**config.mk**
```make
export PLATFORM = sky130hd
export DESIGN_NAME = pp_gen_stage_flat
export DESIGN_NICKNAME = d
export VERILOG_FILES = /design/src/rtl/pp_gen_stage_if.sv /design/src/rtl/pp_gen_stage.sv /design/src/flat_wrapper.sv
export SDC_FILE = /design/constraint.sdc
export NUM_CORES = 1
export LEC_CHECK = 0
export CAP_MARGIN = 10
export CORE_MARGIN = 1.5
export CORE_UTILIZATION = 47
export DETAILED_ROUTE_END_ITERATION = 12
export GPL_ROUTABILITY_DRIVEN = 1
export GPL_TIMING_DRIVEN = 1
export HOLD_SLACK_MARGIN = 0.03
export PLACE_DENSITY = 0.79
export SETUP_SLACK_MARGIN = 0.05
export SYNTH_ARGS = -nofsm -noshare
export SYNTH_HDL_FRONTEND = slang
export SYNTH_SLANG_ARGS = --single-unit
```
**constraint.sdc**
```tcl
create_clock -name clk -period 1.5 [get_ports clk]
set_input_delay 0.3 -clock clk [delete_from_list [all_inputs] [get_ports clk]]
set_output_delay 0.3 -clock clk [all_outputs]
set_load 0.05 [all_outputs]
```
**src/rtl/pp_gen_stage_if.sv**
```systemverilog
// Valid/ready bus between the operand source, the partial-product stage and the reduction tree.
interface pp_gen_stage_if #(
  parameter int W = 8
);
  logic             in_valid;
  logic             in_ready;
  logic [W-1:0]     a;
  logic [W-1:0]     b;
  logic             out_valid;
  logic             out_ready;
  logic [W*W-1:0]   pp;
  logic [2*W-1:0]   pp_corr;

  modport master (
    output in_valid, a, b, out_ready,
    input  in_ready, out_valid, pp, pp_corr
  );

  modport slave (
    input  in_valid, a, b, out_ready,
    output in_ready, out_valid, pp, pp_corr
  );
endinterface

```
**src/rtl/pp_gen_stage.sv**
```systemverilog
// Two-stage valid/ready partial-product generator feeding a multiplier reduction tree.
// Define PP_GEN_SIGNED_EN for Baugh-Wooley signed rows plus the matching correction constant.
module pp_gen_stage #(
  parameter int W = 8
) (
  input  logic          clk,
  input  logic          rst_n,
  pp_gen_stage_if.slave bus,
  output logic [15:0]   txn_cnt
);

`ifdef PP_GEN_SIGNED_EN
  localparam logic [2*W-1:0] PP_CORR = {1'b1, {(W-2){1'b0}}, 1'b1, {W{1'b0}}};
`else
  localparam logic [2*W-1:0] PP_CORR = '0;
`endif

  logic             v1;
  logic             v2;
  logic [W-1:0]     a_q;
  logic [W-1:0]     b_q;
  logic [W*W-1:0]   pp_q;
  logic [W*W-1:0]   pp_d;
  logic [2*W-1:0]   corr_q;
  logic             s2_load;
  logic             in_hs;
  logic             out_hs;

  // S2 takes S1 whenever it is empty or draining this cycle, which also frees S1.
  assign s2_load = v1 && (!v2 || bus.out_ready);
  assign out_hs  = v2 && bus.out_ready;
  assign bus.in_ready  = !v1 || s2_load;
  assign in_hs   = bus.in_valid && bus.in_ready;

  assign bus.out_valid = v2;
  assign bus.pp        = pp_q;
  assign bus.pp_corr   = corr_q;

  // Rows are left unshifted; the reduction tree applies the i-bit weight of row i.
  always_comb begin
    pp_d = '0;
    for (int i = 0; i < W; i++) begin
      for (int j = 0; j < W; j++) begin
        pp_d[i*W+j] = a_q[j] & b_q[i];
`ifdef PP_GEN_SIGNED_EN
        if ((i == W-1) != (j == W-1)) begin
          pp_d[i*W+j] = ~(a_q[j] & b_q[i]);
        end
`endif
      end
    end
  end

  always_ff @(posedge clk or negedge rst_n) begin
    if (!rst_n) begin
      v1  <= 1'b0;
      a_q <= '0;
      b_q <= '0;
    end else if (in_hs) begin
      v1  <= 1'b1;
      a_q <= bus.a;
      b_q <= bus.b;
    end else if (s2_load) begin
      v1  <= 1'b0;
    end
  end

  always_ff @(posedge clk or negedge rst_n) begin
    if (!rst_n) begin
      v2     <= 1'b0;
      pp_q   <= '0;
      corr_q <= '0;
    end else if (s2_load) begin
      v2     <= 1'b1;
      pp_q   <= pp_d;
      corr_q <= PP_CORR;
    end else if (out_hs) begin
      v2     <= 1'b0;
    end
  end

  always_ff @(posedge clk or negedge rst_n) begin
    if (!rst_n) begin
      txn_cnt <= '0;
    end else if (out_hs) begin
      txn_cnt <= txn_cnt + 16'd1;
    end
  end

endmodule

```
**src/flat_wrapper.sv**
```systemverilog
// flat-port wrapper written by rule: the top's interface ports become plain ports
module pp_gen_stage_flat 
#(
  parameter int W = 8
)
  (clk, rst_n, txn_cnt, bus_in_valid, bus_a, bus_b, bus_out_ready, bus_in_ready, bus_out_valid, bus_pp, bus_pp_corr);
  pp_gen_stage_if #(.W(W)) bus_i ();
  input  logic clk;
  input  logic rst_n;
  output logic [15:0] txn_cnt;
  input wire logic [$bits(bus_i.in_valid)-1:0] bus_in_valid;
  input wire logic [$bits(bus_i.a)-1:0] bus_a;
  input wire logic [$bits(bus_i.b)-1:0] bus_b;
  input wire logic [$bits(bus_i.out_ready)-1:0] bus_out_ready;
  output wire logic [$bits(bus_i.in_ready)-1:0] bus_in_ready;
  output wire logic [$bits(bus_i.out_valid)-1:0] bus_out_valid;
  output wire logic [$bits(bus_i.pp)-1:0] bus_pp;
  output wire logic [$bits(bus_i.pp_corr)-1:0] bus_pp_corr;
  assign bus_i.in_valid = bus_in_valid;
  assign bus_i.a = bus_a;
  assign bus_i.b = bus_b;
  assign bus_i.out_ready = bus_out_ready;
  assign bus_in_ready = bus_i.in_ready;
  assign bus_out_valid = bus_i.out_valid;
  assign bus_pp = bus_i.pp;
  assign bus_pp_corr = bus_i.pp_corr;
  pp_gen_stage #(.W(W)) u_core (.clk(clk), .rst_n(rst_n), .bus(bus_i), .txn_cnt(txn_cnt));
endmodule
```
==> reports/qor.yml, run 1 <==
run_status:
  status: "finished, final reports clean"
setup_path:
  crit_required_ns: 1.20
  crit_type: "reg -> out"
  worstSetupStartpointType: "flip-flop"
  end_kind: "output port"
  arrival_ns: 1.10
  critPathMaxFanout: 6
global_route:
  antenna_found_initial: 0
  grt_pass1_vias: 3092
  grt_use_total_pct: 23.1
  grt.overflow.total: 0
  grt_pass1_wl_um: 15700
  grt_max_degree: 68
route:
  vias: 3144
  routed_wl_um: 9700
  post-route-drc-count: 0
  ant_nets: 0
  drtPass1Iterations: 5
  via_per_inst: 5.20
  wl_per_cell_um: 16.0
  first_iter_violations: 145
synthesis:
  syn_avg_cell_area_um2: 10.0
  yosysTopAreaCellShare_pct: 60.3
  synthTopCellsByArea: "dfrtp_1 (60%), nand2_1 (13%), o21ai_0 (7.6%)"
  ys_seq_area_share_pct: 60.3
  post_synth_instance_area_um2: 4070
  synth_top_area_cell: "dfrtp_1"
  synth_warnings: 0
  synth-seq-cells: 98
  ys_types: 26
  synthCells: 405
power_and_ir_drop:
  ir_drop_mv: 0.977
  p_leak_uw: 0.00283
  power.density_nw_per_um2: 1610
sta:
  skew_ns: 0.0104
  setup_tns_ns: 0
  fin_crit_ns: 1.40
  fmax_mhz: 715
  setup_ws_ns: 0.102
  rsz0062_at_grt: "yes"
  hold_viol_final: 0
  fin_crit_sh_pct: 93.2
  maxSlewViolCount: 0
  setup_viol_count_final: 0
placed_design:
  dpl_cell_area_um2: 5980
  dp_slack_ns: -0.246
  placed_cells: 587
  hpwl_um: 6950
  place_congestion: 0.880
  portBuffers: 101
final_layout:
  area_growth_pct: 53.2
  fin_util_pct: 75.0
  most-common-layout-cells: "nand2_1 (137), buf_12 (86), dfrtp_1 (86)"
  drive_above_1_share_pct: 28.2
  final_area_um2: 6230
  insertedDiodeCount: 0
  num-nets-final: 516
  mostFrequentLayoutCell: "nand2_1"
  fin_cells: 605
cts:
  root_buffer: "clkbuf_8"
  numClockSinks: 98
  clk_latency_ns: 0.35
  htree_levels: 3
  cts_tree: "built"
  clk_pin_slew_ns: 0.09
  clk_path_buf_depth: 2
  cts_buffers: 9
floorplan:
  io_pins: 118
  die_w_um: 96.0
  start_util_pct: 49.0
  die_y_um: 96.0
  num_rows: 33
  core-area_um2: 8300
  dieArea_um2: 9220
hold_path:
  holdCritPathClass: "in -> async"
run:
  maxCapViolations: 0
==> report_power, final <==
group	total (µW)	leakage (µW)	internal (µW)	switching, µW
Sequential	3900	0.00124	3140	757
Combinational	4250	0.00148	2000	2240
Clock	1860	0.000111	1030	824
==> metrics by stage <==
step / total power [µW] / hold WS, ns
6_report: 10000 / 0.398
3_3_place_gp: 8100 / 0.234
5_1_grt: 10400 / 0.445
4_1_cts: 10100 / 0.398
3_5_place_dp: 8200 / 0.240
2_1_floorplan: 5830 / 0.00441
==> final cells by class <==
cell class                 count  area, µm²
timing repair buffer         111       1960
multi-input combinational    275       1450
clock inverter                 2       60.1
fill                         539       2070
tap                          105        131
clock buffer                  14        163
sequential                    98       2470
==> cell usage after synthesis (all sizes together) <==
cell	count
o21ai	64
clkbuf	5
nor2	4
dfrtp	98
nand3	4
and3	1
xor2	6
nand3b	1
nor3	3
conb	1
xnor2	9
ha	1
nand4	4
buf	42
mux2	17
nand2	139
and2	1
nand2b	3
and4	2
==> path summary, 6_finish.rpt <==
path	startpoint	end	slack, ns	depth (start not counted)
hold / removal	rst_n	u_core.bus.pp[14]	0.40	2
setup / recovery	u_core.bus.out_valid	bus_out_valid	0.10	2
max in group asynchronous	rst_n	u_core.bus.pp[40]	0.57	3
setup reg to reg	u_core.bus.out_valid	u_core.bus.pp[1]	0.11	6
hold reg to reg	u_core.txn_cnt[8]	u_core.txn_cnt[8]	0.54	1
min in group clk	bus_out_ready	u_core.txn_cnt[0]	0.45	3
==> critical path: stages, from the launching register on <==
cell and delay (ns):
dfrtp_2 0.43, buf_4 0.17, buf_12 0.15
==> layer usage <==
metal / global-route usage (%) / up-vias / share of wire, % / wire length (µm)
met1: 30.6 / 1507 / 40 / 3870
met2: 36.6 / 154 / 49 / 4790
met4: 11.0 / 0 / 3.5 / 343
met5: 0 / - / 0 / 0
met3: 4.34 / 30 / 7.3 / 705
li1: - / 1453 / - / -
==> repair_timing <==
item	4_1_cts	5_1_grt
hold buffers	1	0
gates resized for setup	2	2
hold endpoints to repair	24	0
endpoints found under the setup margin	1	4
pin swaps	0	0
buffers inserted	2	0
==> registers in the layout, indices dropped and copies added, names as in the netlist <==
| register | count |
|---|---|
| u_core.a_q | 8 |
| u_core.b_q | 8 |
| u_core.bus.out_valid | 1 |
| u_core.bus.pp | 64 |
| u_core.txn_cnt | 16 |
| u_core.v1 | 1 |
==> cells by family (layout without fill, tap and decap cells) <==
family | count (synthesis) | after routing | share of synthesized area (%)
simple gates | 162 | 162 | 16.6
flops | 98 | 98 | 60.3
compound gates | 64 | 64 | 7.88
buf+inv | 47 | 127 | 6.89
mux | 17 | 17 | 4.71
xor+xnor | 15 | 15 | 3.23
fa+ha+maj | 1 | 1 | 0.308
other cells | 1 | 16 | 0.0922
(Power assumes the default switching activity.)
==> run 2: changes to the inputs <==
CORE_UTILIZATION = 38   (was 47)
PLACE_DENSITY = 0.66   (was 0.79)
==> reports/qor.yml, run 2 (synthesis results as in run 1) <==
run_status:
  status: "finished, final reports clean"
final_layout:
  largest_reg_flops: 64
  fin_cells: 636
  area_growth_pct: 54.4
  drive_above_1_share_pct: 28.6
  most-common-layout-cells: "nand2_1 (137), dfrtp_1 (87), buf_12 (86)"
  num-nets-final: 516
  multiInputGateArea_um2: 1450
  mostFrequentLayoutCell: "nand2_1"
  insertedDiodeCount: 0
  regArea_um2: 2470
  fill_cells: 842
global_route:
  grt_use_total_pct: 18.1
  grt_max_degree: 67
  grt_pass1_vias: 2991
  grt_pass1_wl_um: 15800
  antenna_found_initial: 0
  grt.overflow.total: 0
cts:
  cts_tree: "built"
  htree_levels: 3
  root_buffer: "clkbuf_8"
  clk_latency_ns: 0.36
  numClockSinks: 98
  clk_pin_slew_ns: 0.09
  cts_buffers: 9
  clk_path_buf_depth: 2
setup_path:
  arrival_ns: 1.10
  crit_type: "reg -> out"
  crit_buf_inv: 2
  worstSetupStartpointType: "flip-flop"
  worstPathCellList: "buf_4 > buf_12"
  crit_required_ns: 1.20
  slowest_delay_ns: 0.44
  critPathMaxFanout: 6
  crit_path_top_delay_cell: "dfrtp_2"
  cp_top_family: "flip-flops"
  end_kind: "output port"
  r2r_slack_ns: 0.13
floorplan:
  core-area_um2: 10400
  start_util_pct: 39.2
  die_y_um: 106
  die_w_um: 106
  num_rows: 37
  dieArea_um2: 11300
  io_pins: 118
power_and_ir_drop:
  power.density_nw_per_um2: 1610
  p_leak_uw: 0.00284
  ir_drop_mv: 0.734
  finalPower_uw: 10100
route:
  post-route-drc-count: 0
  routed_wl_um: 9670
  vias: 3015
  first_iter_violations: 124
  wl_per_cell_um: 15.2
  via_per_inst: 4.74
  drtPass1Iterations: 4
  ant_nets: 0
placed_design:
  portBuffers: 101
  placed_cells: 618
  hpwl_um: 6910
  place_congestion: 0.810
sta:
  maxSlewViolCount: 0
  fin_crit_sh_pct: 93.4
  rsz0062_at_grt: "no"
  skew_ns: 0.0111
  hold_viol_final: 0
  fmax_mhz: 714
  setup_viol_count_final: 0
  fin_crit_ns: 1.40
hold_path:
  holdCritPathClass: "in -> async"
run:
  maxCapViolations: 0
## run 2: per-layer routing
| metal | up-vias | part of all wire (%) | GRT usage [%] |
|---|---|---|---|
| met5 | - | 0 | 0 |
| met4 | 0 | 2.2 | 7.71 |
| met3 | 15 | 5.1 | 3.31 |
| met2 | 91 | 53 | 29.9 |
| met1 | 1464 | 40 | 23.4 |
| li1 | 1445 | - | - |
## run 2: what timing repair did
item,4_1_cts,5_1_grt
buffers inserted,2,0
hold buffers,1,0
pin swaps,1,0
endpoints found under the setup margin,1,2
resized for setup,1,2
hold endpoints to repair,74,0
## run 2: area by class of cell
type                       instances  area share [%]
timing repair buffer             111            31.2
tap                              136            2.71
multi-input combinational        275            23.1
clock buffer                      11            2.41
sequential                        98            39.3
clock inverter                     5            1.34
## run 2: worst reg2reg max path, cell delays in order, from the launching register on
cell	delay, ns
dfrtp_2	0.40
buf_4	0.16
and4_2	0.27
and2_1	0.17
nand4_1	0.12
xnor2_1	0.14
## run 2: worst paths after layout
kind / from / cells after the start / endpoint
worst max-delay path: u_core.bus.out_valid / 2 / bus_out_valid
worst min-delay path: rst_n / 2 / u_core.txn_cnt[0]
worst max register to register: u_core.bus.out_valid / 5 / u_core.txn_cnt[15]
worst min register to register: u_core.txn_cnt[8] / 1 / u_core.txn_cnt[8]
max in group asynchronous: rst_n / 3 / u_core.b_q[7]
min in group clk: bus_out_ready / 3 / u_core.txn_cnt[0]
## run 2: through the flow
step                      cell area (µm²)  utilization, %  hold slack [ns]  setup TNS [ns]  setup WS (ns)
after detailed placement             6020            58.0            0.142          -13.67         -0.245
after floorplan                      4190               -          0.00441          -0.500        -0.0500
after CTS                            6270            60.5            0.293               0         0.0900
after global routing                 6280            60.5            0.302               0         0.0508
after global placement               6020            58.0            0.142          -12.83         -0.242
final                                6280            60.5            0.305               0         0.0994
## run 2: power breakdown
group | total [µW] | switching [µW] | internal (µW) | leakage, µW
clock | 1960 | 918 | 1040 | 0.000112
combinational | 4230 | 2230 | 2000 | 0.00148
sequential | 3890 | 752 | 3140 | 0.00124
total | 10100 | 3900 | 6180 | 0.00284
==> run 3: changes to the inputs <==
CAP_MARGIN = not set   (was 10)
CORE_UTILIZATION = 43   (was 38)
PLACE_DENSITY = 0.76   (was 0.66)
clock period = 1.2 ns   (was 1.5 ns; I/O delays follow)
==> reports/qor.yml, run 3 (synthesis results as in run 1) <==
run_status:
  status: "finished, violations left"
  violations: "negative setup slack"
floorplan:
  die_w_um: 100
  die_y_um: 100
  core-area_um2: 9200
  dieArea_um2: 10000
  num_rows: 35
  start_util_pct: 44.2
  io_pins: 118
global_route:
  grt_pass1_vias: 3786
  grt_use_total_pct: 26.5
  antenna_found_initial: 0
  grt_pass1_wl_um: 19900
  grt.overflow.total: 0
  grt_max_degree: 52
power_and_ir_drop:
  ir_drop_mv: 1.02
  finalPower_uw: 13600
  p_seq_share_pct: 35.4
  p_comb_share_pct: 49.3
  power_switching_share_pct: 40.3
  power.density_nw_per_um2: 1850
  p_int_uw: 8120
  p_leak_uw: 0.00346
  clockPowerShare_pct: 15.2
  p_sw_uw: 5480
cts:
  clk_pin_slew_ns: 0.10
  root_buffer: "clkbuf_8"
  cts_tree: "built"
  cts_buffers: 9
  clk_path_buf_depth: 2
  numClockSinks: 98
  htree_levels: 3
  clk_latency_ns: 0.37
setup_path:
  crit_required_ns: 1.45
  r2r_cells: 7
  worstSetupStartpointType: "flip-flop"
  end_kind: "flip-flop"
  crit_type: "reg -> reg"
  arrival_ns: 1.68
  critPathMaxFanout: 7
placed_design:
  dpl_cell_area_um2: 6160
  place_congestion: 0.754
  portBuffers: 101
  dp_slack_ns: -0.543
  hpwl_um: 6940
sta:
  rsz0062_at_grt: "yes"
  fin_crit_sh_pct: 119
  skew_ns: 0.0121
  hold_viol_final: 0
  maxSlewViolCount: 0
  setup_ws_ns: -0.230
  fin_crit_ns: 1.43
  setup_viol_count_final: 136
  tightest_slew_ns: 0.506
  holdWs_ns: 0.216
  fmax_mhz: 699
  slew_headroom_pct: 66.3
route:
  vias: 3671
  routed_wl_um: 13100
  post-route-drc-count: 0
  ant_nets: 0
  first_iter_violations: 181
  wl_per_cell_um: 18.9
  drtPass1Iterations: 5
  via_per_inst: 5.28
final_layout:
  insertedDiodeCount: 0
  final_area_um2: 7330
  mostFrequentLayoutCell: "nand2_1"
  drive_above_1_share_pct: 44.7
  area_growth_pct: 80.4
  num-nets-final: 600
  most-common-layout-cells: "nand2_1 (132), buf_12 (89), dfrtp_1 (86)"
  largest_reg_flops: 64
run:
  maxCapViolations: 0
hold_path:
  holdCritPathClass: "in -> async"
[run 3: changes by cell type in the layout (fill, tap and decap cells not counted), moves of 8 or more]
cell     before  now
buf_4         6   61
o21ai_1       2   50
buf_16        0    8
buf_6         0   15
o21ai_0      62    0
o21ai_2       0   14
[run 3: critical path, cell delays in order (launching register included)]
cell,delay (ns)
dfrtp_2,0.46
buf_4,0.16
nand2b_4,0.14
nand2_8,0.09
buf_4,0.16
buf_16,0.13
nand2_1,0.08
o21ai_1,0.08
[run 3: area by class of cell]
cell class,instances,area [µm²]
Sequential cell,98,2470
Multi-Input combinational cell,277,1690
Fill cell,493,1860
Tap cell,111,139
Clock inverter,6,51.3
Timing Repair Buffer,193,2850
Clock buffer,10,138
[run 3: worst paths after layout]
check                                     start                 to  slack, ns
max                        u_core.bus.out_valid  u_core.bus.pp[23]      -0.23
min                                       rst_n  u_core.txn_cnt[1]       0.22
max reg2reg                u_core.bus.out_valid  u_core.bus.pp[23]      -0.23
min reg2reg                    u_core.bus.pp[4]   u_core.bus.pp[4]       0.55
max in group asynchronous                 rst_n      u_core.b_q[5]       0.53
min in group clk                  bus_out_ready  u_core.txn_cnt[1]       0.47
[run 3: power by group through the flow]
stage          clock [µW]  combinational (µW)  sequential (µW)
5_1_grt              2230                6980             4900
6_report             2070                6710             4820
3_3_place_gp            0                5660             4780
2_1_floorplan           0                1210             6200
3_5_place_dp            0                5760             4800
4_1_cts              2060                6380             4770
[run 3: per-layer routing]
metal	vias to the layer above	track usage [%]	wire length, µm
met4	0	10.7	370
met3	25	5.57	700
met2	164	45.2	6950
li1	1637	-	-
met5	-	0	0
met1	1845	32.9	5090
[run 3: repair_timing]
item / CTS / global route
hold buffers: 1 / 0
buffers inserted: 36 / 17
cloned: 10 / 0
gates resized for setup: 44 / 32
endpoints found under the setup margin: 174 / 176
hold endpoints to repair: 98 / 0
pin swaps: 4 / 10
[run 3: through the flow]
step	TNS [ns]	instances	utilization [%]
6_report	-16.59	695	79.8
3_5_place_dp	-42.20	615	67.0
4_1_cts	-12.17	678	76.8
2_1_floorplan	-11.80	420	-
3_3_place_gp	-34.02	615	67.0
5_1_grt	-22.20	695	79.8
